### src/rtl/conv2d_stream_kxk.sv
// Streaming KxK "valid" 2-D convolution with valid/ready backpressure, frame markers,
// rounding and saturation to the pixel range.
// Optional feature macro: CONV_ABS_EN (negative results become their magnitude instead of 0).
// Reset rstn is asynchronous and active-high.
module conv2d_stream_kxk #(
  parameter int unsigned PIX_W  = 8,
  parameter int unsigned COEF_W = 16,
  parameter int unsigned ACC_W  = 32,
  parameter int unsigned K      = 3,
  parameter int unsigned IMG_W  = 64,
  parameter int unsigned IMG_H  = 64,
  parameter int unsigned SHIFT  = 8
) (
  input  logic                       clk,
  input  logic                       rstn,
  input  logic                       in_valid,
  output logic                       in_ready,
  input  logic                       in_sof,
  input  logic [PIX_W-1:0]           in_px,
  input  logic                       kernel_wr,
  input  logic [$clog2(K*K)-1:0]     kernel_addr,
  input  logic [COEF_W-1:0]          kernel_data,
  output logic                       out_valid,
  input  logic                       out_ready,
  output logic                       out_sof,
  output logic                       out_eol,
  output logic [PIX_W-1:0]           out_px
);

  localparam int unsigned NTap   = K * K;
  localparam int unsigned Center = NTap / 2;
  localparam int unsigned XW     = $clog2(IMG_W);
  localparam int unsigned YW     = $clog2(IMG_H);
  localparam logic signed [COEF_W-1:0] Ident  = COEF_W'(1) << SHIFT;
  localparam logic signed [ACC_W-1:0]  Rnd    = (SHIFT > 0) ? (ACC_W'(1) << (SHIFT - 1)) : '0;
  localparam logic signed [ACC_W-1:0]  PixMax = {{(ACC_W-PIX_W){1'b0}}, {PIX_W{1'b1}}};

  logic                     adv, accept, win_done;
  logic [XW-1:0]            x_q, x_d, cur_x;
  logic [YW-1:0]            y_q, y_d, cur_y;
  logic [PIX_W-1:0]         lb_q  [K-1][IMG_W];
  logic [PIX_W-1:0]         col   [K];
  logic [PIX_W-1:0]         win_q [NTap];
  logic signed [COEF_W-1:0] coef_q [NTap];
  logic signed [ACC_W-1:0]  prod_d [NTap];
  logic signed [ACC_W-1:0]  prod_q [NTap];
  logic signed [ACC_W-1:0]  sum, scaled, mag;
  logic [PIX_W-1:0]         px_d;
  logic                     s1_valid, s1_sof, s1_eol;
  logic                     s2_valid, s2_sof, s2_eol;

  // Whole pipeline moves together; a stalled output register freezes everything upstream.
  assign adv      = out_ready | ~out_valid;
  assign in_ready = adv;
  assign accept   = in_valid & adv;

  // A frame-start pixel is always position (0,0) regardless of the counters.
  assign cur_x    = in_sof ? '0 : x_q;
  assign cur_y    = in_sof ? '0 : y_q;
  assign win_done = (cur_x >= XW'(K - 1)) && (cur_y >= YW'(K - 1));

  // Raster position of the next pixel.
  always_comb begin
    x_d = x_q;
    y_d = y_q;
    if (accept) begin
      if (cur_x == XW'(IMG_W - 1)) begin
        x_d = '0;
        y_d = (cur_y == YW'(IMG_H - 1)) ? '0 : cur_y + YW'(1);
      end else begin
        x_d = cur_x + XW'(1);
        y_d = cur_y;
      end
    end
  end

  // Position counters.
  always_ff @(posedge clk or posedge rstn) begin
    if (rstn) begin
      x_q <= '0;
      y_q <= '0;
    end else begin
      x_q <= x_d;
      y_q <= y_d;
    end
  end

  // New window column: line buffers hold older rows, in_px is the bottom row.
  always_comb begin
    for (int r = 0; r < K; r++) col[r] = '0;
    col[K-1] = in_px;
    for (int r = 0; r < K - 1; r++) col[r] = lb_q[K-2-r][cur_x];
  end

  // Line buffers, window shift register and products; contents masked by valids, so no reset.
  always_ff @(posedge clk) begin
    if (accept) begin
      lb_q[0][cur_x] <= in_px;
      for (int j = 1; j < K - 1; j++) lb_q[j][cur_x] <= lb_q[j-1][cur_x];
      for (int r = 0; r < K; r++) begin
        for (int c = 0; c < K; c++) begin
          if (c < K - 1) win_q[r*K+c] <= win_q[r*K+c+1];
          else           win_q[r*K+c] <= col[r];
        end
      end
    end
    if (adv) begin
      for (int i = 0; i < NTap; i++) prod_q[i] <= prod_d[i];
    end
  end

  // Signed coefficient times zero-extended pixel.
  always_comb begin
    for (int i = 0; i < NTap; i++) begin
      prod_d[i] = $signed({{(ACC_W-COEF_W){coef_q[i][COEF_W-1]}}, coef_q[i]})
                * $signed({{(ACC_W-PIX_W){1'b0}}, win_q[i]});
    end
  end

  // Adder tree, round-half-up, shift and clamp to the pixel range.
  always_comb begin
    sum = '0;
    for (int i = 0; i < NTap; i++) sum = sum + prod_q[i];
    scaled = (sum + Rnd) >>> SHIFT;
`ifdef CONV_ABS_EN
    mag = scaled[ACC_W-1] ? -scaled : scaled;
`else
    mag = scaled[ACC_W-1] ? '0 : scaled;
`endif
    // Negating the most negative value wraps negative; saturate that too.
    px_d = (mag[ACC_W-1] || (mag > PixMax)) ? {PIX_W{1'b1}} : mag[PIX_W-1:0];
  end

  // Coefficient registers, identity kernel at reset.
  always_ff @(posedge clk or posedge rstn) begin
    if (rstn) begin
      for (int i = 0; i < NTap; i++) coef_q[i] <= (i == Center) ? Ident : '0;
    end else if (kernel_wr && (32'(kernel_addr) < NTap)) begin
      coef_q[kernel_addr] <= kernel_data;
    end
  end

  // Pipeline valids, markers and output register.
  always_ff @(posedge clk or posedge rstn) begin
    if (rstn) begin
      s1_valid  <= 1'b0;
      s1_sof    <= 1'b0;
      s1_eol    <= 1'b0;
      s2_valid  <= 1'b0;
      s2_sof    <= 1'b0;
      s2_eol    <= 1'b0;
      out_valid <= 1'b0;
      out_sof   <= 1'b0;
      out_eol   <= 1'b0;
      out_px    <= '0;
    end else if (adv) begin
      s1_valid  <= accept & win_done;
      s1_sof    <= (cur_x == XW'(K - 1)) && (cur_y == YW'(K - 1));
      s1_eol    <= (cur_x == XW'(IMG_W - 1));
      s2_valid  <= s1_valid;
      s2_sof    <= s1_sof;
      s2_eol    <= s1_eol;
      out_valid <= s2_valid;
      out_sof   <= s2_valid & s2_sof;
      out_eol   <= s2_valid & s2_eol;
      if (s2_valid) out_px <= px_d;
    end
  end

endmodule

### config.mk
export PLATFORM = sky130hd
export DESIGN_NAME = conv2d_stream_kxk
export DESIGN_NICKNAME = d
export VERILOG_FILES = /design/src/rtl/conv2d_stream_kxk.sv
export SDC_FILE = /design/constraint.sdc
export NUM_CORES = 2
export LEC_CHECK = 0
export CORE_MARGIN = 3
export CORE_UTILIZATION = 59
export DETAILED_ROUTE_END_ITERATION = 8
export PLACE_DENSITY = 0.79
export SYNTH_ARGS = -nofsm -noshare
export SYNTH_HDL_FRONTEND = slang
export SYNTH_SLANG_ARGS = --single-unit
### constraint.sdc
create_clock -name clk -period 8.94 [get_ports clk]
set_input_delay 0.894 -clock clk [delete_from_list [all_inputs] [get_ports clk]]
set_output_delay 0.894 -clock clk [all_outputs]
set_load 0.01 [all_outputs]
Word level (Yosys, flattened, before mapping)
Memories as Yosys holds them, arrays and structs flattened.
Cells that the tools add are included.
Word-level totals
  register bits after elaboration: 173
  latch bits: 0
  bits in writable memories: 1384
  memory bits (read-only): 0
  bits of input ports: 34
  output and inout bits: 12
  word-level logic and storage cells: 94
  memories: 3
Operators by class
  add/sub/neg operators: 11
  $mul: 9
  div/mod/pow operators: 0
  magnitude comparators: 8
  eq/ne operators: 4
  shifts and indexed selects: 0
  multiplexer cells: 23
  bitwise logic cells: 8
  reduce and logical (&&, ||, !) cells: 7
Memory list
  lb_q: depth 2, bits a word 512, read ports 2, clocked after Yosys merged registers in 0, wr ports 2, line 41  | logic [PIX_W-1:0] lb_q [K-1][IMG_W];
  prod_q: depth 9, bits a word 32, read ports 9, clocked after Yosys merged registers in 0, wr ports 9, line 46  | logic signed [ACC_W-1:0] prod_q [NTap];
  win_q: depth 9, bits a word 8, read ports 9, clocked after Yosys merged registers in 0, wr ports 9, line 43  | logic [PIX_W-1:0] win_q [NTap];
Operators by type and width (count)
  2-to-1 mux 512 bit: 1
  adder 32 bit: 8
  multiplier 16 x 9 -> 25 bit: 9
  bitwise mux 144 bit: 1
  binary-select mux 8 bit (select 6 bit): 2
  demux 16 bit (select 4 bit): 1
  demux 8 bit (select 6 bit): 1
  2-to-1 mux 8 bit: 6
  adder 32 x 9 -> 32 bit (second input constant): 1
  2-to-1 mux 6 bit: 5
  greater-than comparator 23 x 8 -> 1 bit (second input constant): 1
  2-to-1 mux 23 bit: 1
  2-to-1 mux 16 bit: 1
  adder 6 x 1 -> 6 bit (second input constant): 2
  == test 6 x 2 -> 1 bit (second input constant): 2
  == test 6 bit (second input constant): 2
  >= comparator 6 x 2 -> 1 bit (second input constant): 2
  >= comparator 7 bit (second input constant): 1
  < comparator 7 x 1 -> 1 bit (second input constant): 1
  NOT 6 -> 7 bit: 1
  >= comparator 5 bit (second input constant): 1
  logical AND 1 bit: 5
  < comparator 5 x 1 -> 1 bit (second input constant): 1
  NOT 4 -> 5 bit: 1
  7 further kinds: 13

Depth between registers and ports, before layout
An unclocked memory read counts as a cell.
  depth after elaboration: 14
  gate-level depth with buffers: 21
  mapped depth without buffers: 20

Worst setup path before layout
No wires, ideal clock.
  path type: input to register
  start: input out_ready
  end: memory lb_q[0][100] in the netlist's numbering, enable pin
  setup time: 331 ps
  arrival: 9520 ps
  required time: 8609 ps
  path slack: -911 ps
  cell stages on the path: 7
  path buffers: 1
  cells stage by stage: nor2b_1 clkinv_1 nand2_1 inv_1 clkbuf_1 nand3_1 nor2_1
RTL lines
  start: declaration: line 24  | input logic out_ready,
  end: declaration: line 41

==> results.toml <==
[critical_path]
path_cells = "fa_1 > inv_1 > fa_1 > fa_1 > fa_1 > inv_1 > ha_1 > ha_1 > a21oi_1 > nor2_1 > a2111oi_0 > nand4_1 > a211o_1 > nor4b_2 > o2111ai_1 > nor4_4 > a21oi_1"
rr_worst_depth = 17
cp-start-kind = "register"
criticalPathCategory = "register to register"
worstReg2RegStart = "prod_q[0][127]"
crit_required_ns = 9.58
slowest_delay_ns = 0.71
rrSetupSlack_ns = 2.85
critPathSlowestCell = "fa_1"
cpMostUsedCell = "fa_1"
cp-end-kind = "register"
crit_fanout = 8
startpoint = "prod_q[0][127]"
worstPathArrival_ns = 6.73
rr_endpoint = "out_px[1]"

[synth]
post-synth-top-count-cell = "inv_1"
yosysTopAreaCell = "edfxtp_1"
avgSynthCellArea_sq_um = 12.1
ys_warn_count = 0
netlist.area_leader.share_pct = 39.0
synthCells = 8441
yosysUniqueCellTypes = 84
ys.flop_type = "edfxtp_1"
syn_area_sq_um = 102000
synth_fp_nets = 10100
synth-edff-count = 1321
synth_commonest_cells = "inv_1 (1439), edfxtp_1 (1321), fa_1 (1095)"
synthTopCellsByArea = "edfxtp_1 (39%), fa_1 (22%), ha_1 (6.2%)"
synth_seq_area_share_pct = 43.2
ys_ff_latch = 1494
postSynth.asyncResetShare_pct = 11.6

[clock_tree]
clock_sinks = 1494
root_buffer = "clkbuf_16"
cts_resized = 0
h-tree-depth = 4
tritoncts = "built"
cts_setup_buffers = 0
clock_path_buffers = 3
hold_buffers = 0
clk_latency_ns = 0.84
cts_buffers = 155
clk_pin_slew_ns = 0.06

[placed_design]
gp_congestion = 0.961
dp_hpwl_microns = 184000
portBuffers = 45

[floorplan]
start_util_pct = 59.8
fp.dieW_microns = 421
num_io_pins = 46
rows = 151
die_area_sq_um = 178000
coreArea_sq_um = 170000
fp.dieH_microns = 421

[sta]
tns_ns = 0
min_period_over_period_pct = 68.1
max_freq_ghz = 0.164
maxSlewHeadroom_pct = 15.7
skew_ns = 0.0561
drv_slew = 0
setup_viol = 0
whs_ns = 0.468
period_needed_ns = 6.09
finalHoldViolations = 0
rsz0062_at_grt = "false"
worst_pin_slew_ns = 1.26

[min_path]
hp-start = "out_eol"
hold_class = "register to register"
min_to = "out_eol"
holdPathStages = 2

[drt]
viasPerCell = 6.10
ant_nets = 0
routedWlPerCell_microns = 24.5
num_vias = 66900
dr.pass1.iters = 8
drcViolationCount = 0
first_iter_violations = 7361
routed_wirelength_microns = 269000

[cells_and_area]
drive_gt1_share_pct = 8.17
final_nets = 10100
syn2layout_area_growth_pct = 8.55

[global_routing]
track_usage_pct = 30.7
grt_pass1_wl_microns = 416000
antenna_found_initial = 19
grt-ovfl-total = 0
grt_max_degree = 167
grt_pass1_vias = 70600

[flow_run]
maxCapViolations = 0

[status]
outcome = "finished, final reports clean"
## worst max-delay path: cells and delay by family, from the launching register on
family,cells,cell delay [ns]
DFF,1,0.52
buffers and inverters,2,0.18
adders and majority gates,6,2.95
AOI/OAI and AO/OA,5,1.27
and+or+nand+nor,4,0.97
## cells by family after synthesis
kind of cell	after synthesis	synth area share, %
muxes	342	3.75
and+or+nand+nor	1959	9.69
AOI/OAI and AO/OA	1111	7.39
adders and majority gates	1602	27.8
xor gates and xnor gates	213	1.83
buffers and inverters	1720	6.37
DFF	1494	43.2
## layout by cell type (no fill, tap or decap), types with 163 or more instances in the layout
master    instances
xnor2_1         163
a21oi_1         298
dfrtp_1         169
nand2_1         660
o21ai_0         163
edfxtp_1       1321
fa_1           1095
mux2_2          255
and2_1          744
nor2_1          245
ha_1            507
inv_1          1437
## metrics by stage
stage / cell area [sq um] / std cells / utilization (%) / setup slack [ns]
2_1_floorplan: 102000 / 8441 / - / 1.24
3_3_place_gp: 105000 / 10600 / 61.8 / 3.00
3_5_place_dp: 105000 / 10600 / 61.8 / 2.89
4_1_cts: 110000 / 10900 / 64.8 / 2.86
5_1_grt: 110000 / 10900 / 64.8 / 2.56
6_report: 111000 / 11000 / 64.9 / 2.85
## routing by layer
layer | global-route usage (%) | part of all wire (%)
met1 | 39.1 | 36
met2 | 49.7 | 48
met3 | 6.01 | 10
met4 | 16.8 | 6.0
met5 | 0 | 0.0086
## final cells by class
cell class	instances	area, sq um
inverters	1441	5430
well taps	2295	2870
diodes	22	55.1
multi-input cells	5227	51500
repair buffers	192	1530
fillers	12200	59900
clock inverters	80	918
flip-flops and latches	1494	44000
clock buffers	207	4210
## how the worst max path moves through the flow
stage	endpoint	slack, ns	cells after the start
floorplan	lb_q[0][100]	1.24	7
global placement	out_px[7]	3.00	17
detailed placement	out_px[5]	2.89	17
CTS	out_px[5]	2.86	17
global route	out_px[7]	2.56	17
finish	out_px[1]	2.85	17
## sequential cells by signal, indices dropped and copies added, names as in the netlist
register   cells
lb_q        1024
prod_q       225
coef_q       144
win_q         72
out_px         8
x_q            6
y_q            6
out_eol        1
out_sof        1
out_valid      1
s1_eol         1
s1_sof         1
s1_valid       1
s2_eol         1
s2_sof         1
s2_valid       1
Power is left out: the tool's default activity adds up to more than one toggle a clock period on the data nets, which glitch-free logic cannot reach.
